**src/rtl/multiword_add_seq_pkg.sv**
```systemverilog
// Shared types for the word-serial multi-precision adder.
//   WORD_W      : width of one datapath word (fixed by lookahead_adder)
//   seq_state_t : sequencer FSM encoding (IDLE, RUN, DONE)
//   word_t      : one datapath word
package add_pkg;

  localparam WORD_W = 16;

  typedef enum logic [1:0] {
    IDLE = 2'd0,
    RUN  = 2'd1,
    DONE = 2'd2
  } seq_state_t;

  typedef logic [WORD_W-1:0] word_t;

endpackage : add_pkg

```
**src/rtl/multiword_add_seq_if.sv**
```systemverilog
// Host <-> sequencer bundle for multiword_add_seq.
//   start, sub, A, B          : host -> sequencer request
//   busy, done, sum, cout,
//   overflow                  : sequencer -> host status and result
//   state                     : sequencer FSM state, for observation only
//
// Handshake: start acts as the request valid, and the sequencer is ready
// exactly when busy=0 (FSM in IDLE). A request is taken on a rising clock
// edge where start=1 and the FSM is IDLE; sub, A and B are sampled on that
// same edge. While busy=1 start is ignored, not queued. done is a one-cycle
// pulse marking the cycle from which sum/cout/overflow are valid; the
// result is then held until the next accepted request.
interface multiword_add_seq_if #(
  parameter int WORDS = 4
);
  import add_pkg::*;

  logic                    start;
  logic                    sub;
  logic [WORDS*WORD_W-1:0] A;
  logic [WORDS*WORD_W-1:0] B;
  logic                    busy;
  logic                    done;
  logic [WORDS*WORD_W-1:0] sum;
  logic                    cout;
  logic                    overflow;
  seq_state_t              state;

  modport master (
    output start, sub, A, B,
    input  busy, done, sum, cout, overflow, state
  );

  modport slave (
    input  start, sub, A, B,
    output busy, done, sum, cout, overflow, state
  );

endinterface : multiword_add_seq_if

```
**src/rtl/multiword_add_seq_adder.sv**
```systemverilog
// lookahead_adder: 16-bit carry-lookahead adder, the only arithmetic
// datapath of the sequencer.
//   a, b : addends
//   cin  : carry in
//   s    : sum
//   cout : carry out of bit 15
// Built as four 4-bit lookahead groups; group carries are themselves
// formed from group generate/propagate terms.
module lookahead_adder
  import add_pkg::*;
(
  input  word_t a,
  input  word_t b,
  input  logic  cin,
  output word_t s,
  output logic  cout
);

  word_t      g;
  word_t      p;
  logic [3:0] gg;
  logic [3:0] gp;
  logic [4:0] cg;
  logic [WORD_W:0] c;

  assign g = a & b;
  assign p = a ^ b;

  always_comb begin
    gg = '0;
    gp = '0;
    cg = '0;
    c  = '0;
    for (int k = 0; k < 4; k++) begin
      gg[k] = g[4*k+3]
            | (p[4*k+3] & g[4*k+2])
            | (p[4*k+3] & p[4*k+2] & g[4*k+1])
            | (p[4*k+3] & p[4*k+2] & p[4*k+1] & g[4*k]);
      gp[k] = &p[4*k +: 4];
    end
    // Second-level lookahead over the four groups.
    cg[0] = cin;
    cg[1] = gg[0] | (gp[0] & cin);
    cg[2] = gg[1] | (gp[1] & gg[0]) | (gp[1] & gp[0] & cin);
    cg[3] = gg[2] | (gp[2] & gg[1]) | (gp[2] & gp[1] & gg[0])
          | (gp[2] & gp[1] & gp[0] & cin);
    cg[4] = gg[3] | (gp[3] & gg[2]) | (gp[3] & gp[2] & gg[1])
          | (gp[3] & gp[2] & gp[1] & gg[0])
          | (gp[3] & gp[2] & gp[1] & gp[0] & cin);
    // In-group carries from the group carry-in.
    for (int k = 0; k < 4; k++) begin
      c[4*k]   = cg[k];
      c[4*k+1] = g[4*k] | (p[4*k] & cg[k]);
      c[4*k+2] = g[4*k+1] | (p[4*k+1] & g[4*k])
               | (p[4*k+1] & p[4*k] & cg[k]);
      c[4*k+3] = g[4*k+2] | (p[4*k+2] & g[4*k+1])
               | (p[4*k+2] & p[4*k+1] & g[4*k])
               | (p[4*k+2] & p[4*k+1] & p[4*k] & cg[k]);
    end
    c[WORD_W] = cg[4];
  end

  assign s    = p ^ c[WORD_W-1:0];
  assign cout = c[WORD_W];

endmodule : lookahead_adder

```
**src/rtl/multiword_add_seq.sv**
```systemverilog
// multiword_add_seq: word-serial WORDS*16-bit adder/subtractor.
//   Clk   : system clock
//   Reset : synchronous, active-high reset
//   bus   : host bundle (slave side) - start/sub/A/B in,
//           busy/done/sum/cout/overflow/state out
// Operands are latched on an accepted start and pushed through one shared
// 16-bit lookahead adder, least-significant word first, with the carry of
// each word registered into the next. Subtraction is A + ~B + 1: B is
// inverted at latch time and the initial carry is sub.
module multiword_add_seq
  import add_pkg::*;
#(
  parameter int WORDS = 4
) (
  input  logic                 Clk,
  input  logic                 Reset,
  multiword_add_seq_if.slave   bus
);

  localparam int IDX_W = (WORDS > 1) ? $clog2(WORDS) : 1;
  localparam int OP_W  = WORDS * WORD_W;

  seq_state_t       state_q;
  seq_state_t       state_d;
  logic [IDX_W-1:0] idx_q;
  logic             carry_q;
  logic [OP_W-1:0]  a_q;
  logic [OP_W-1:0]  b_q;
  logic [OP_W-1:0]  sum_q;
  logic             cout_q;
  logic             ovf_q;

  word_t a_word;
  word_t b_word;
  word_t s_word;
  logic  add_cout;
  logic  last_word;

  assign a_word    = a_q[idx_q*WORD_W +: WORD_W];
  assign b_word    = b_q[idx_q*WORD_W +: WORD_W];
  assign last_word = (idx_q == IDX_W'(WORDS - 1));

  lookahead_adder u_adder (
    .a    (a_word),
    .b    (b_word),
    .cin  (carry_q),
    .s    (s_word),
    .cout (add_cout)
  );

  // FSM state register.
  always_ff @(posedge Clk) begin
    if (Reset) state_q <= IDLE;
    else       state_q <= state_d;
  end

  // FSM next state.
  always_comb begin
    state_d = state_q;
    case (state_q)
      IDLE:    if (bus.start) state_d = RUN;
      RUN:     if (last_word) state_d = DONE;
      DONE:    state_d = IDLE;
      default: state_d = IDLE;
    endcase
  end

  // Datapath registers.
  always_ff @(posedge Clk) begin
    if (Reset) begin
      idx_q   <= '0;
      carry_q <= 1'b0;
      a_q     <= '0;
      b_q     <= '0;
      sum_q   <= '0;
      cout_q  <= 1'b0;
      ovf_q   <= 1'b0;
    end else begin
      case (state_q)
        IDLE: begin
          if (bus.start) begin
            a_q     <= bus.A;
            b_q     <= bus.sub ? ~bus.B : bus.B;
            carry_q <= bus.sub;
            idx_q   <= '0;
            sum_q   <= '0;
          end
        end
        RUN: begin
          sum_q[idx_q*WORD_W +: WORD_W] <= s_word;
          carry_q <= add_cout;
          if (last_word) begin
            cout_q <= add_cout;
            // Signed overflow: operands agree in sign, result does not.
            ovf_q  <= (a_word[WORD_W-1] ~^ b_word[WORD_W-1])
                    & (s_word[WORD_W-1] ^ a_word[WORD_W-1]);
          end else begin
            idx_q <= idx_q + 1'b1;
          end
        end
        default: ;
      endcase
    end
  end

  assign bus.busy     = (state_q != IDLE);
  assign bus.done     = (state_q == DONE);
  assign bus.sum      = sum_q;
  assign bus.cout     = cout_q;
  assign bus.overflow = ovf_q;
  assign bus.state    = state_q;

endmodule : multiword_add_seq

```
**src/flat_wrapper.sv**
```systemverilog
// flat-port wrapper written by rule: the top's interface ports become plain ports
module multiword_add_seq_flat import add_pkg::*;
#(
  parameter int WORDS = 4
)
  (Clk, Reset, bus_start, bus_sub, bus_A, bus_B, bus_busy, bus_done, bus_sum, bus_cout, bus_overflow, bus_state);
  multiword_add_seq_if #(.WORDS(WORDS)) bus_i ();
  input  logic Clk;
  input  logic Reset;
  input wire logic [$bits(bus_i.start)-1:0] bus_start;
  input wire logic [$bits(bus_i.sub)-1:0] bus_sub;
  input wire logic [$bits(bus_i.A)-1:0] bus_A;
  input wire logic [$bits(bus_i.B)-1:0] bus_B;
  output wire logic [$bits(bus_i.busy)-1:0] bus_busy;
  output wire logic [$bits(bus_i.done)-1:0] bus_done;
  output wire logic [$bits(bus_i.sum)-1:0] bus_sum;
  output wire logic [$bits(bus_i.cout)-1:0] bus_cout;
  output wire logic [$bits(bus_i.overflow)-1:0] bus_overflow;
  output wire logic [$bits(bus_i.state)-1:0] bus_state;
  assign bus_i.start = bus_start;
  assign bus_i.sub = bus_sub;
  assign bus_i.A = bus_A;
  assign bus_i.B = bus_B;
  assign bus_busy = bus_i.busy;
  assign bus_done = bus_i.done;
  assign bus_sum = bus_i.sum;
  assign bus_cout = bus_i.cout;
  assign bus_overflow = bus_i.overflow;
  assign bus_state = bus_i.state;
  multiword_add_seq #(.WORDS(WORDS)) u_core (.Clk(Clk), .Reset(Reset), .bus(bus_i));
endmodule
```
**config.mk**
```make
export PLATFORM = sky130hd
export DESIGN_NAME = multiword_add_seq_flat
export DESIGN_NICKNAME = d
export VERILOG_FILES = /design/src/rtl/multiword_add_seq_pkg.sv /design/src/rtl/multiword_add_seq_if.sv /design/src/rtl/multiword_add_seq_adder.sv /design/src/rtl/multiword_add_seq.sv /design/src/flat_wrapper.sv
export SDC_FILE = /design/constraint.sdc
export NUM_CORES = 1
export LEC_CHECK = 0
export CELL_PAD_IN_SITES_DETAIL_PLACEMENT = 0
export CELL_PAD_IN_SITES_GLOBAL_PLACEMENT = 1
export CORE_UTILIZATION = 50
export CTS_BUF_LIST = sky130_fd_sc_hd__clkbuf_16
export DETAILED_ROUTE_END_ITERATION = 6
export DONT_BUFFER_PORTS = 1
export PLACE_DENSITY_LB_ADDON = 0.15
export SETUP_SLACK_MARGIN = 0.4
export SLEW_MARGIN = 20
export SYNTH_ARGS = -nofsm -noshare
export SYNTH_HDL_FRONTEND = slang
export SYNTH_SLANG_ARGS = --single-unit
```
**constraint.sdc**
```tcl
create_clock -name Clk -period 7.2 [get_ports Clk]
set_input_delay 1.44 -clock Clk [delete_from_list [all_inputs] [get_ports Clk]]
set_output_delay 1.44 -clock Clk [all_outputs]
set_load 0.01 [all_outputs]
```
==> Word level (Yosys, flattened, before mapping) <==
Cells that the tools add are included.
{ "classes": {"shifts": 4, "mux": 12, "addsub": 2, "n_reduce_logical": 12, "bitwise_logic": 125, "n_eq_ne": 6} }
{ "ops": {"columns": ["operator", "n"], "rows": [
  ["2-to-1 mux 64 bit", 2],
  ["case mux 64 bit (2 select lines)", 1],
  ["indexed part select 64 x 7 -> 16 bit", 2],
  ["AND 1 bit", 73],
  ["bitwise mux 64 bit", 1],
  ["inverter 64 bit", 1],
  ["variable shift 16 x 34 -> 64 bit (first input constant)", 1],
  ["indexed part select 16 x 34 -> 64 bit", 1],
  ["OR 1 bit", 46],
  ["negator 6 -> 34 bit", 1],
  ["bitwise XOR 16 bit", 2],
  ["AND 16 bit", 1],
  ["AND reduction 4 bit", 4],
  ["2-to-1 mux 2 bit", 4],
  ["case mux 2 bit (2 select lines)", 2],
  ["AND reduction 2 bit", 4],
  ["equality test 2 bit (second input constant)", 2],
  ["!= test 2 bit (second input constant)", 2],
  ["nonzero test 2 bit", 2],
  ["AND reduction 3 bit", 1],
  ["adder 2 x 1 -> 2 bit (second input constant)", 1],
  ["equality test 2 x 1 -> 1 bit (second input constant)", 1],
  ["zero test 2 bit", 1],
  ["!= test 2 x 1 -> 1 bit (second input constant)", 1],
  ["4 further kinds", 4]
]} }
{ "totals": {"register_bits": 199, "output_inout_bits": 70, "input_bits": 132, "word_cells": 169} }

==> Depth between registers and ports, before layout <==
Gate-level depths: netlist of the first run.
{ "depth": {"word_depth": 16, "depth_mapped": 13, "depth_no_buf": 10} }

==> By module <==
A second synthesis of the first run with hierarchy kept.
{ "hier_totals": {"cells_unflattened": 1038, "area_unflattened_um2": 9384.0} }
{ "by_module_without_submodules": {"columns": ["module", "cells_each", "seq_area_each_um2", "n_inst", "area_per_inst_um2"], "rows": [
  ["multiword_add_seq", 946, 3983.8, 1, 8588.2],
  ["lookahead_adder", 92, 0.0, 1, 795.8]
]} }

==> Least setup slack after synthesis of the first run <==
No wires, ideal clock.
{ "synth_path": {"path_type": "register to register", "start": "register u_core.idx_q[1]", "end": "register u_core.sum_q[45], in the netlist u_core.bus.sum[45]", "t_arrival_ns": 3.402, "path_stages_with_launch": 13, "setup_slack_ns": 3.671, "t_required_ns": 7.072, "n_path_buf": 2, "setup_ns": 0.128, "period_less_slack_ns": 3.529, "path_cell_list": "dfxtp_1 -> clkbuf_1 -> buf_2 -> mux4_2 -> ha_1 -> a21oi_1 -> o21ai_1 -> a221oi_2 -> nand2_1 -> fa_1 -> xor2_1 -> a22oi_1 -> nor2_1"} }
{ "synth_via": {"elab_chain_len": 16} }
{ "synth_rtl": {"columns": ["element", "line_no", "text"], "rows": [
  ["start: declaration", "multiword_add_seq.sv:25", "logic [IDX_W-1:0] idx_q;"],
  ["start signal: assignment", "multiword_add_seq.sv:98", "idx_q <= idx_q + 1'b1;"],
  ["indexed part select 64 x 7 -> 16 bit (on tied branches)", "multiword_add_seq.sv:39, multiword_add_seq.sv:40", null],
  ["bitwise XOR 16 bit or AND 16 bit (tied branches)", "multiword_add_seq_adder.sv:27, multiword_add_seq_adder.sv:26", null],
  ["AND 1 bit (on tied branches)", "multiword_add_seq_adder.sv:36, multiword_add_seq_adder.sv:37, multiword_add_seq_adder.sv:38", null],
  ["OR 1 bit (tied with other cells)", "multiword_add_seq_adder.sv:36", "| (p[4*k+3] & g[4*k+2])"],
  ["OR 1 bit or AND 1 bit (tied branches)", "multiword_add_seq_adder.sv:37, multiword_add_seq_adder.sv:38", null],
  ["OR 1 bit", "multiword_add_seq_adder.sv:38", "| (p[4*k+3] & p[4*k+2] & p[4*k+1] & g[4*k]);"],
  ["AND 1 bit", "multiword_add_seq_adder.sv:45", "cg[3] = gg[2] | (gp[2] & gg[1]) | (gp[2] & gp[1] & gg[0])"],
  ["OR 1 bit (2 in series)", "multiword_add_seq_adder.sv:45", null],
  ["OR 1 bit", "multiword_add_seq_adder.sv:46", "| (gp[2] & gp[1] & gp[0] & cin);"],
  ["AND 1 bit (on tied branches)", "multiword_add_seq_adder.sv:53, multiword_add_seq_adder.sv:55, multiword_add_seq_adder.sv:58", null],
  ["OR 1 bit (on tied branches)", "multiword_add_seq_adder.sv:53, multiword_add_seq_adder.sv:55, multiword_add_seq_adder.sv:58", null],
  ["bitwise XOR 16 bit", "multiword_add_seq_adder.sv:63", "assign s = p ^ c[WORD_W-1:0];"],
  ["indexed part select 16 x 34 -> 64 bit", "multiword_add_seq.sv:90", "sum_q[idx_q*WORD_W +: WORD_W] <= s_word;"],
  ["bitwise mux 64 bit *", "multiword_add_seq.sv:90", null],
  ["case mux 64 bit (2 select lines) *", "multiword_add_seq.sv:79", "case (state_q)"],
  ["end signal: indexed assignment", "multiword_add_seq.sv:90", null],
  ["end: declaration", "multiword_add_seq.sv:29", "logic [OP_W-1:0] sum_q;"]
]} }
Every way passes the cells marked *; elsewhere a longest branch is shown, timed or not.
A chain may end at the register's enable or synchronous reset.

==> Final worst setup path of the first run <==
Ends and elaborated chain as after synthesis.

==> run summary, run 1 <==
Syn Nets -> 1124
Nets -> 1073
switching share of total power -> 27.2%
Worst EP arrival -> 4.29 ns
Worst R2R Setup Slack -> 3.28 ns
worst-path cell chain -> buf_4, mux4_2, ha_1, a21oi_1, o21ai_1, a221oi_2, nand2_1, fa_1, xor2_1, a22oi_1, nor2_1
minimum clock period -> 3.92 ns
post-CTS setup buffer count -> 0
syn_area_per_cell -> 9.26 sq um
status -> completed
yosys warns -> 0
FF+latch area -> 0.00399 sq mm
slew margin rel. -> 40.0%
TritonCTS clock tree -> yes
worst-skew pair later-pin latency -> 0.43 ns
Post-synth EDFFs -> 0
part of the power in registers -> 49.5%
slowest CP cell -> dfxtp_2
final wirelength -> 23.2 mm
register area share after synthesis -> 44.5%
Max FO, Critical Path -> 24
Worst Path Required -> 7.57 ns
hold_buf cts -> 0
P&R area growth vs syn -> 6.38%
clk buf depth -> 2
CTS Buf Count -> 17
Die W -> 136 um
Detailed Routing Iterations Pass 1 -> 5
Synth area leaders -> dfxtp_1 44%, mux4_2 8.0%, xnor2_1 6.7%, nand2_1 5.7%, a211oi_1 5.5%
Min-Delay Path Class -> flip-flop to flip-flop
largest net degree at the start of global routing -> 217
Netlist cell types -> 48
Via-to-Cell Ratio -> 5.92
WS Path Type -> flip-flop to flip-flop
clk_skew -> 0.0121 ns
vias in the first global route -> 6414
via count -> 6837
power per cell area -> 255 mW/mm^2
leakage power total -> 3.37 nW
Initial DRC Count -> 444
first-pass GRT wire length -> 35.5 mm
CTS root buf -> clkbuf_16
CP endpoint kind -> flip-flop
Slowest Stage Delay on Critical Path -> 0.58 ns
Die ar. -> 0.0185 sq mm
Final Cycle Share -> 54.5%
initial antenna violation count -> 0
Post-CTS Resized -> 0
grt ovf -> 0
CP Launch Type -> flip-flop
Comb pwr share -> 14.1%
leading area contributor after synthesis -> dfxtp_1
Worst VDD drop -> 177 uV
Die Y -> 136 um
CTS HTree Levels -> 4
n_diodes -> 0
RSZ-0062 raised after global routing -> no
Pins Over Slew Limit -> 0
post-DP HPWL -> 16.5 mm
Synth Register Bits -> 199
setup violators final -> 0
FP Rows -> 48
Least-Margin Pin Slew -> 0.900 ns
# DRC -> 0
GRT Total Usage -> 25.4%
Clock Power Share -> 36.4%
Initial Utilization -> 51.5%
post-synth top area share -> 44.5%
share of layout cells above drive strength 1 -> 8.61%
wire length per cell -> 20.1 um
area of the multi-input gates -> 0.00463 sq mm
Sinks on Clock Net -> 199
Hold Vio Cnt, Final -> 0
post-route ant nets -> 0
synthesized area -> 0.00896 sq mm
Port Buffers -> 0
Pint -> 1.77 mW
final setup TNS -> 0 ns
asr flop ratio synth -> 0%
gpl congestion -> 0.833
Clock Pin Slew Worst Setup and Hold Paths -> 0.06 ns
Filler Cell Count -> 1631
Psw -> 0.663 mW
CORE AREA -> 0.0174 sq mm
ys flop type -> dfxtp_1
fmax -> 255 MHz
MaxCap Viol Count -> 0
Post-Synthesis Cells -> 968
Ports -> 202
total power -> 2.43 mW
## cell usage in the layout (no fill, tap or decap), types with 3 or more instances in the layout
cell type / count
a21oi_1: 80
nand2b_1: 4
nand2_1: 136
xnor2_1: 69
nand4_1: 3
nor2b_1: 4
clkinv_4: 3
fa_1: 4
mux4_2: 32
o311ai_1: 3
dfxtp_1: 197
nand3b_1: 20
a211oi_1: 66
o31ai_1: 8
xor2_1: 3
ha_1: 20
a22oi_1: 40
nor3_1: 7
buf_4: 6
o21ai_1: 3
o21ai_0: 7
inv_1: 14
clkbuf_16: 17
o41ai_1: 4
nor2_1: 130
or3_1: 7
## per-layer routing
layer  wire length [um]  track usage, %
met1              10500            35.1
met2              10500            38.5
met3               1680            6.30
met5                  0               0
met4                502            9.14
## per-stage QoR
step / instance area [sq um] / std cells / setup WS [ns] / hold slack [ns] / utilization [%]
2_1_floorplan: 8960 / 968 / 3.67 / 0.433 / -
3_3_place_gp: 8980 / 1123 / 3.40 / 0.438 / 51.6
3_5_place_dp: 8980 / 1123 / 3.30 / 0.441 / 51.6
4_1_cts: 9520 / 1154 / 3.27 / 0.450 / 54.7
5_1_grt: 9530 / 1154 / 2.90 / 0.464 / 54.7
6_report: 9530 / 1154 / 3.28 / 0.454 / 54.7
## cell type report
type	count	area share, %
flip-flops and latches	199	41.8
inverters	11	0.433
multi-input cells	681	48.5
repair buffers	7	0.591
well taps	225	2.95
clock buffers	17	4.46
clock inverters	14	1.19
## power by group through the flow
| stage | registers (mW) | logic (mW) | clock network (mW) |
|---|---|---|---|
| final | 1.21 | 0.343 | 0.886 |
| after global routing | 1.21 | 0.375 | 0.957 |
| after CTS | 1.20 | 0.346 | 0.901 |
| after detailed placement | 1.23 | 0.344 | 0 |
| after global placement | 1.23 | 0.337 | 0 |
| after floorplan | 1.21 | 0.285 | 0 |
## final timing paths
check / start / end / cells after the start
worst min register to register: u_core.a_q[44] / u_core.a_q[44] / 2
worst max register to register: u_core.idx_q[1] / u_core.bus.sum[45] / 11
worst min-delay path: u_core.a_q[44] / u_core.a_q[44] / 2
worst max-delay path: u_core.idx_q[1] / u_core.bus.sum[45] / 11
## cell families after synthesis
family	after synthesis	share of synthesized area, %
AND/OR/NAND/NOR	323	15.6
AO/OA/AOI/OAI	230	17.2
flip-flops	199	44.5
buffers and inverters	88	4.01
XOR/XNOR	72	7.04
multiplexers	32	8.04
adder cells (fa/ha/maj)	24	3.69
## cell usage after synthesis (2+ instances only)
master      n
a211oi_1   66
a21o_1      2
a21oi_1    80
a21oi_2     2
a221oi_2    2
a22oi_1    40
and4_1      2
buf_1       7
buf_2      17
clkbuf_1   52
dfxtp_1   199
fa_1        4
ha_1       20
inv_1      11
mux4_2     32
nand2_1   137
nand2b_1    4
nand3_1     2
nand3b_1   20
nand4_1     3
nor2_1    130
nor2b_1     4
nor3_1      7
nor3_2      2
o211a_1     2
o21a_1      2
o21ai_0     7
o21ai_1     3
o21bai_1    2
o311ai_1    3
o31ai_1     8
o41ai_1     4
or3_1       7
xnor2_1    69
xor2_1      3
## state kept, by name, summed over array words and instances (netlist names)
signal               count
u_core.idx_q             2
u_core.bus.state         2
u_core.bus.sum          64
u_core.b_q              64
u_core.bus.cout          1
u_core.a_q              64
u_core.bus.overflow      1
u_core.carry_q           1
## critical path: cells and delay by family, from the launching register on
kind | cells | cell delay [ns]
AO/OA/AOI/OAI | 4 | 0.92
XOR/XNOR | 1 | 0.35
adder cells (fa/ha/maj) | 2 | 0.76
buffers and inverters | 1 | 0.43
flip-flops | 1 | 0.58
multiplexers | 1 | 0.56
AND/OR/NAND/NOR | 2 | 0.25
Note: power is estimated with default switching activity, not from simulation.
==> inputs of run 2 (changes only) <==
--- a/config.mk
+++ b/config.mk
@@ -7,7 +7,7 @@
 export LEC_CHECK = 0
 export CELL_PAD_IN_SITES_DETAIL_PLACEMENT = 0
 export CELL_PAD_IN_SITES_GLOBAL_PLACEMENT = 1
-export CORE_UTILIZATION = 50
+export CORE_UTILIZATION = 48
 export CTS_BUF_LIST = sky130_fd_sc_hd__clkbuf_16
 export DETAILED_ROUTE_END_ITERATION = 6
 export DONT_BUFFER_PORTS = 1
==> constraint.sdc (replaced) <==
create_clock -name Clk -period 3.8 [get_ports Clk]
set_input_delay 0.76 -clock Clk [delete_from_list [all_inputs] [get_ports Clk]]
set_output_delay 0.76 -clock Clk [all_outputs]
set_load 0.01 [all_outputs]
==> run 2 against run 1 <==
  * The flow now finishes with violations (design-rule violations)
  * Wire length rose by 3.1%
  * Sequential share of layout area decreased by 0.81 points
  * Critical path depth is 1 lower
  * Clock power is 100% higher
  * Clock skew shrank 0.0034 ns
  * Flip-flop and latch count is the same
  * Highest routed layer unchanged
==> run summary, run 2 (synthesis results as in run 1) <==
Die ar. -> 0.0192 sq mm
Worst EP arrival -> 3.58 ns
Sinks on Clock Net -> 199
worst-skew pair later-pin latency -> 0.43 ns
Die W -> 139 um
CORE AREA -> 0.0181 sq mm
post-route ant nets -> 0
DP Cell Count -> 1133
Min-Delay Path Class -> input port to flip-flop
setup violators final -> 0
Port Buffers -> 0
Worst R2R Setup Slack -> 0.51 ns
FP Rows -> 49
Ports -> 202
CP endpoint kind -> flip-flop
Max FO, Critical Path -> 13
status -> complete, but fails checks
grt ovf -> 0
Via-to-Cell Ratio -> 5.78
leading cell types in the layout, fill and taps excluded -> 197 x dfxtp_1, 136 x nand2_1, 130 x nor2_1, 80 x a21oi_1, 69 x xnor2_1
Detailed Routing Iterations Pass 1 -> 7
Filler Cell Count -> 1689
via count -> 6753
RSZ-0062 raised after global routing -> yes
clk_skew -> 0.00868 ns
leakage power total -> 3.45 nW
post-DP HPWL -> 17.5 mm
Hold Vio Cnt, Final -> 0
Least-Margin Pin Slew -> 0.867 ns
P&R area growth vs syn -> 8.55%
Pins Over Slew Limit -> 0
wire length per cell -> 20.5 um
failing checks -> design-rule violations
CP Launch Type -> flip-flop
launch point of the worst reg-to-reg path -> u_core.idx_q[0]
CTS Buf Count -> 17
Die Y -> 139 um
initial antenna violation count -> 0
GRT Total Usage -> 24.9%
slew margin rel. -> 42.2%
hold path start -> Reset
Final Cycle Share -> 86.7%
minimum clock period -> 3.29 ns
TritonCTS clock tree -> yes
final std cells w/o fill -> 1168
fin util -> 53.6%
MaxCap Viol Count -> 0
n_diodes -> 0
power per cell area -> 492 mW/mm^2
area of the multi-input gates -> 0.00467 sq mm
share of layout cells above drive strength 1 -> 10.2%
clk buf depth -> 2
Hold EP -> u_core.bus.sum[43]
first-pass GRT wire length -> 36.7 mm
hold_buf cts -> 0
gpl congestion -> 0.880
WS Path Type -> flip-flop to flip-flop
commonest non-fill, non-tap cell in the layout -> dfxtp_1
FF+latch area -> 0.00399 sq mm
Nets -> 1083
Initial DRC Count -> 544
CTS root buf -> clkbuf_16
Clock Pin Slew Worst Setup and Hold Paths -> 0.07 ns
Worst Hold Depth -> 1
CTS HTree Levels -> 4
# DRC -> 13
largest net degree at the start of global routing -> 217
final setup TNS -> 0 ns
final wirelength -> 23.9 mm
reg2reg path depth -> 10
fmax -> 304 MHz
vias in the first global route -> 6614
Worst VDD drop -> 319 uV
RR Endpoint -> u_core.bus.sum[46]
Initial Utilization -> 49.4%
Worst Path Required -> 4.09 ns
==> run 2: cell count changes in the layout (fill, tap and decap cells not counted), sizes merged <==
cell      change
buf          +10
bufinv        +2
clkinvlp      -1
inv           -1
==> run 2: final cells by class <==
| type | count | area share (%) |
|---|---|---|
| well taps | 229 | 2.95 |
| clock inverters | 14 | 1.62 |
| repair buffers | 17 | 1.65 |
| clock buffers | 17 | 4.37 |
| multi-input cells | 681 | 48.0 |
| inverters | 11 | 0.424 |
| flip-flops and latches | 199 | 41.0 |
==> run 2: how the worst max path moves through the flow <==
stage               startpoint            endpoint  slack, ns  depth (start not counted)
5_1_grt        u_core.idx_q[1]  u_core.bus.sum[41]       0.38                         11
4_1_cts        u_core.idx_q[0]  u_core.bus.sum[45]       0.40                         11
3_3_place_gp   u_core.idx_q[0]  u_core.bus.sum[45]       0.39                         11
6_report       u_core.idx_q[0]  u_core.bus.sum[46]       0.51                         10
2_1_floorplan  u_core.idx_q[0]  u_core.bus.sum[45]       0.46                         13
3_5_place_dp   u_core.idx_q[0]  u_core.bus.sum[45]       0.28                         11
==> run 2: per-layer routing <==
layer / vias up / GRT usage, % / routed length (um)
met5: - / 0 / 0
met4: 0 / 9.82 / 550
met3: 33 / 6.98 / 1490
met2: 210 / 40.1 / 11300
met1: 3199 / 31.7 / 10600
li1: 3311 / - / -
==> run 2: metrics by stage <==
stage	worst slack, ns	area, sq um	hold WS (ns)	power [mW]
detailed placement	0.279	9060	0.443	3.00
global placement	0.387	9060	0.437	2.98
global route	0.381	9730	0.381	4.96
floorplan	0.457	8970	0.433	2.84
CTS	0.402	9660	0.394	4.80
finish	0.507	9730	0.443	4.78
==> run 2: power by group <==
group	total [mW]	internal (mW)	switching, mW
clock network	1.81	1.03	0.786
registers	2.29	2.20	0.0880
logic	0.681	0.279	0.402
==> run 2: what timing repair did <==
| action | 4_1_cts | 5_1_grt |
|---|---|---|
| pin swaps | 1 | 0 |
| buffers inserted | 1 | 3 |
| setup endpoints to repair | 9 | 29 |
| resized for setup | 1 | 9 |
==> run 2: critical path, cell delays in order, from the launching register on <==
cell      delay (ns)
dfxtp_4         0.41
buf_12          0.17
mux4_2          0.52
ha_1            0.35
a21oi_1         0.20
o21ai_1         0.16
a221oi_2        0.36
buf_4           0.19
nor2_1          0.04
nor3_1          0.55
o21ai_0         0.19
==> edit 1, RTL diff (flow settings as in run 2) <==
`WORDS` is set to 4 in 3 places; all go to 8.
--- a/src/rtl/multiword_add_seq_if.sv
+++ b/src/rtl/multiword_add_seq_if.sv
@@ -12,5 +12,5 @@
 // result is then held until the next accepted request.
 interface multiword_add_seq_if #(
-  parameter int WORDS = 4
+  parameter int WORDS = 8
 );
   import add_pkg::*;
--- a/src/rtl/multiword_add_seq.sv
+++ b/src/rtl/multiword_add_seq.sv
@@ -11,5 +11,5 @@
   import add_pkg::*;
 #(
-  parameter int WORDS = 4
+  parameter int WORDS = 8
 ) (
   input  logic                 Clk,
--- a/src/flat_wrapper.sv
+++ b/src/flat_wrapper.sv
@@ -2,5 +2,5 @@
 module multiword_add_seq_flat import add_pkg::*;
 #(
-  parameter int WORDS = 4
+  parameter int WORDS = 8
 )
   (Clk, Reset, bus_start, bus_sub, bus_A, bus_B, bus_busy, bus_done, bus_sum, bus_cout, bus_overflow, bus_state);
Ports: changed (resized bus_A, bus_B and bus_sum); port bits go from 202 to 394. No check against the original RTL was run, so the function may have changed too.
==> edit 1 against run 2 <==
The run still ends with DRC left; setup slack worse by 0.41 ns; design area is 100% higher; synthesized area is 96% higher; critical endpoint is now u_core.bus.sum[44]; sequential cell count is 193 higher; clock power is 120% higher; power is 110% higher; routed wire length is 120% higher.
==> edit 1: results (changes against run 2) <==
outcome=complete, but fails checks (unchanged); violated checks=DRC (unchanged); FFs w/ async S/R, synth=0% (unchanged); number of global-route vias before repair=13,300 (was 6,614); Leak Pwr=7.07 nW (was 3.45 nW); placed cell area=18,000 um^2 (was 9060 um^2); pin count of the biggest net entering global routing=417 (was 217); worst flop-to-flop path endpoint=u_core.bus.sum[44] (was u_core.bus.sum[46]); worst hold path cell count=2 (was 1); Comb power frac=14.4% (was 14.2%); Via density=5.73 (was 5.78); Ys Warns=0 (unchanged); Max Clock Skew=0.0165 ns (was 0.00868 ns); htree depth=2 (was 4); total CTS buffers=43 (was 17); register area share after synthesis=44.7% (was 44.5%); CP Max Fanout=8 (was 13); layout cell share with drive strength beyond 1=14.4% (was 10.2%); power density over the cells=501 nW/um^2 (was 492 nW/um^2); Hold Path Origin=bus_A[90] (was Reset); R2R setup slack=0.09 ns (was 0.51 ns); Syn Nets=2,265 (was 1,124); Clk Latency, worst-skew pair=0.56 ns (was 0.43 ns); first-pass GRT wire length=79,100 um (was 36,700 um); post-synth cell types=61 (was 48); Layout Cells excl Fill=2,418 (was 1,168); top cells by area, synth=dfxtp_1, nand2_1, mux4_2, xnor2_1, a211oi_1 (was dfxtp_1, mux4_2, xnor2_1, nand2_1, a211oi_1); Worst VDD drop=0.000324 V (was 0.000319 V); clock share of power=40.8% (was 37.9%); Initial DRC Count=935 (was 544); synth cell count leaders=nand2_1, dfxtp_1, nor2_1, a21oi_1, xnor2_1 (was dfxtp_1, nand2_1, nor2_1, a21oi_1, xnor2_1); routed wire length=52,100 um (was 23,900 um); Slew headroom=11.5% (was 42.2%); slowest CP cell=fa_2 (was nor3_1); Worst Reg-to-Reg Cells=14 (was 10); Syn Area/Cell=8.87 um^2 (was 9.26 um^2); largest stage delay on the critical path=0.67 ns (was 0.55 ns); number of nets in the layout=2,212 (was 1,083); hold endpoint=u_core.a_q[90] (was u_core.bus.sum[43]); Psw=2.64 mW (was 1.28 mW); drt drc=26 (was 13); Clock transition at path regs=0.06 ns; drt pass-1 iters=7 (unchanged); initial antenna violation count=1 (was 0); Fillers=3,360 (was 1,689); DP HPWL=36,500 um (was 17,500 um); GPL Wtd Cong=0.867 (was 0.880); Data arrival, critical path=4.15 ns (was 3.58 ns); GRT Resource Usage Total=27.3% (was 24.9%); Clock Tree Buf Depth=3 (was 2)
==> edit 1: cell types whose count changed in the layout (fill, tap and decap cells not counted), moves of 10 or more <==
cell	before	now
clkbuf_16	17	45
dfxtp_1	197	390
buf_4	13	52
buf_12	2	12
a22oi_1	40	51
nand3_1	2	33
mux4_2	32	64
a211oi_1	66	128
a21oi_1	80	169
a22oi_2	0	16
nand2_2	1	18
nand2_1	136	377
nor2_1	130	229
xnor2_1	69	131
==> edit 1: layout make-up <==
class	count	area [um^2]	area share, %
Tap cell	461	577	2.89
Timing Repair Buffer	73	739	3.71
Sequential cell	392	7860	39.4
Clock inverter	31	238	1.19
Inverter	10	42.5	0.213
Multi-Input combinational cell	1405	9350	46.9
Antenna cell	1	2.50	0.0126
Clock buffer	45	1130	5.65
==> edit 1: routing by layer <==
metal / vias to the layer above / part of all wire [%] / global-route usage [%]
met5: - / 0 / 0
met4: 0 / 2.5 / 8.68
met3: 64 / 6.4 / 5.98
met2: 412 / 50 / 47.9
met1: 6628 / 41 / 33.2
li1: 6762 / - / -
==> edit 1: what timing repair did <==
action | in CTS | in global routing
pin swaps | 12 | 37
setup endpoints to repair | 85 | 79
gates resized for setup | 27 | 59
buffers inserted | 15 | 7
==> edit 1: how the worst max path moves through the flow <==
| stage | startpoint | to | slack [ns] | depth (start not counted) |
|---|---|---|---|---|
| floorplan | u_core.idx_q[0] | u_core.bus.sum[108] | 0.15 | 16 |
| detailed placement | u_core.idx_q[0] | u_core.bus.sum[45] | -0.20 | 14 |
| global route | u_core.idx_q[0] | u_core.bus.sum[44] | 0.02 | 14 |
| finish | u_core.idx_q[0] | u_core.bus.sum[44] | 0.09 | 14 |
| global placement | u_core.idx_q[0] | u_core.bus.sum[13] | -0.09 | 14 |
| CTS | u_core.idx_q[0] | u_core.bus.sum[93] | 0.17 | 15 |
==> edit 1: stage by stage <==
stage | setup WS (ns) | hold slack, ns
floorplan | 0.148 | 0.433
global placement | -0.0946 | 0.440
detailed placement | -0.197 | 0.446
CTS | 0.171 | 0.285
global route | 0.0171 | 0.311
finish | 0.0926 | 0.332
==> edit 1: cell families after synthesis <==
group                    count (synthesis)  synth area share [%]
AND/OR/NAND/NOR                        743                  17.5
AO/OA/AOI/OAI                          436                  16.5
flip-flops                             392                  44.7
buffers and inverters                  181                  4.26
XOR/XNOR                               135                  6.74
multiplexers                            64                  8.21
adder cells (fa/ha/maj)                 27                  2.10
==> edit 1: worst max-delay path, delay by kind of cell (launching register included) <==
family	cells	cell delay, ns
multiplexers	1	0.50
AND/OR/NAND/NOR	4	0.52
AO/OA/AOI/OAI	5	0.95
buffers and inverters	2	0.27
flip-flops	1	0.41
adder cells (fa/ha/maj)	2	0.92
==> edit 2, RTL diff (config.mk and constraints of run 2) <==
Without the edit above. Reset style: asynchronous (`Reset`), changed in 2 clocked blocks. Comments in the files are not updated.
--- a/src/rtl/multiword_add_seq.sv
+++ b/src/rtl/multiword_add_seq.sv
@@ -50,5 +50,5 @@
 
   // FSM state register.
-  always_ff @(posedge Clk) begin
+  always_ff @(posedge Clk or posedge Reset) begin
     if (Reset) state_q <= IDLE;
     else       state_q <= state_d;
@@ -67,5 +67,5 @@
 
   // Datapath registers.
-  always_ff @(posedge Clk) begin
+  always_ff @(posedge Clk or posedge Reset) begin
     if (Reset) begin
       idx_q   <= '0;
Formal check against the unedited RTL: differs if Reset is asserted again (counterexample within 4 cycles, from zero or initial values and one cycle with Reset high); with Reset held inactive, the same outputs for 4 cycles.
==> edit 2 against run 2 <==
Global-route usage decreased by 2.9 points; critical path type unchanged; final cell count decreased by 15%; sequential cell count unchanged; count of clock-buffer cells in the layout unchanged; routed wire length decreased by 11%; core utilization increased by 0.59 points; setup slack improved by 0.015 ns; clock skew about the same; synthesized area increased by 5.2%; design area increased by 5.6%.
Power is not compared: it rests on default switching activity, and its combinational part moved more than twofold at a synthesized area within 25%.
==> edit 2: results (changes against run 2) <==
Worst Reg-to-Reg Cells=11 (was 10); total CTS buffers=17 (unchanged); outcome=completed (was complete, but fails checks); via count=5,734 (was 6,753); GPL Wtd Cong=0.786 (was 0.880); Syn Area/Cell=12.8 um^2 (was 9.26 um^2); top cells by area, synth=dfrtp_1, mux2_2, mux4_2, xnor2_1, a22o_1 (was dfxtp_1, mux4_2, xnor2_1, nand2_1, a211oi_1); worst flop-to-flop path endpoint=u_core.bus.sum[61] (was u_core.bus.sum[46]); slowest CP cell=mux4_2 (was nor3_1); CP Max Fanout=14 (was 13); register area share after synthesis=52.8% (was 44.5%); Max Clock Skew=0.00891 ns (was 0.00868 ns); WHS=0.355 ns (was 0.443 ns); initial antenna violation count=4 (was 0); hold crit path type=primary input to async pin (was primary input to flop); Data arrival, critical path=3.60 ns (was 3.58 ns); synth cell count leaders=dfrtp_1, nor2_1, xnor2_1, a21oi_1, mux2_2 (was dfxtp_1, nand2_1, nor2_1, a21oi_1, xnor2_1); DP HPWL=15,200 um (was 17,500 um); Placed Cells=961 (was 1,133); Via density=5.75 (was 5.78); layout cell share with drive strength beyond 1=21.9% (was 10.2%); Initial DRC Count=297 (was 544); RR Startpoint=u_core.idx_q[0] (unchanged); Worst Max-Slew Pin Slew=0.962 ns (was 0.867 ns); drt pass-1 iters=5 (was 7); pin count of the biggest net entering global routing=194 (was 217); Syn Nets=895 (was 1,124); GRT Resource Usage Total=21.9% (was 24.9%); number of nets in the layout=878 (was 1,083); Fillers=1,661 (was 1,689); first-pass GRT wire length=33,500 um (was 36,700 um); WL/cell=21.4 um (was 20.5 um); placed cell area=9650 um^2 (was 9060 um^2)
edit 2: cell families after synthesis:
| kind of cell | synth area share, % |
|---|---|
| adder cells (fa/ha/maj) | 3.51 |
| multiplexers | 15.4 |
| XOR/XNOR | 7.05 |
| AO/OA/AOI/OAI | 12.3 |
| AND/OR/NAND/NOR | 5.88 |
| buffers and inverters | 3.03 |
| flip-flops | 52.8 |
edit 2: timing repair:
item                                    in CTS  in global routing
setup buffers                                0                  1
hold buffers                                 0                  0
endpoints found under the hold margin        0                  0
resized for setup                            0                  3
endpoints found under the setup margin       0                  8
edit 2: worst max-delay path by stage:
stage	from	to	slack [ns]	cells past startpoint
after floorplan	Reset	u_core.a_q[0]	0.47	1
after global placement	u_core.idx_q[0]	u_core.bus.sum[61]	0.56	11
after detailed placement	u_core.idx_q[0]	u_core.bus.sum[61]	0.51	11
after CTS	u_core.idx_q[0]	u_core.bus.sum[61]	0.49	11
after global routing	u_core.idx_q[0]	u_core.bus.sum[13]	0.39	11
final	u_core.idx_q[0]	u_core.bus.sum[61]	0.52	11
edit 2: area by class of cell:
type / count / area [um^2] / share of cell area, %
diodes: 3 / 7.51 / 0.0731
well taps: 260 / 325 / 3.17
clock buffers: 17 / 425 / 4.14
repair buffers: 12 / 174 / 1.69
multi-input cells: 479 / 4180 / 40.7
inverters: 13 / 52.6 / 0.512
flip-flops and latches: 199 / 4980 / 48.5
clock inverters: 15 / 124 / 1.21
edit 2: routing by layer:
layer  vias to the layer above  GRT usage [%]  part of all wire, %
met1                      2922           30.9                   46
met2                       195           33.2                   46
met3                        17           5.96                  7.0
li1                       2596              -                    -
met5                         -              0                 0.11
met4                         4           6.56                  1.0
edit 2: power groups by stage:
stage          logic (mW)  registers [mW]  clock network (mW)
2_1_floorplan        5.01            3.64                   0
3_3_place_gp         6.10            3.86                   0
3_5_place_dp         6.28            3.90                   0
4_1_cts              6.31            3.86                1.76
5_1_grt              7.00            4.00                1.84
6_report             6.40            3.87                1.72
edit 2: critical path: cells and delay by family (launching register included):
kind | cells | cell delay, ns
AOI/OAI and AO/OA | 4 | 0.83
DFF | 1 | 0.44
buffers and inverters | 1 | 0.19
and+or+nand+nor | 2 | 0.17
muxes | 1 | 0.56
xor gates and xnor gates | 1 | 0.19
adders and majority gates | 2 | 0.77
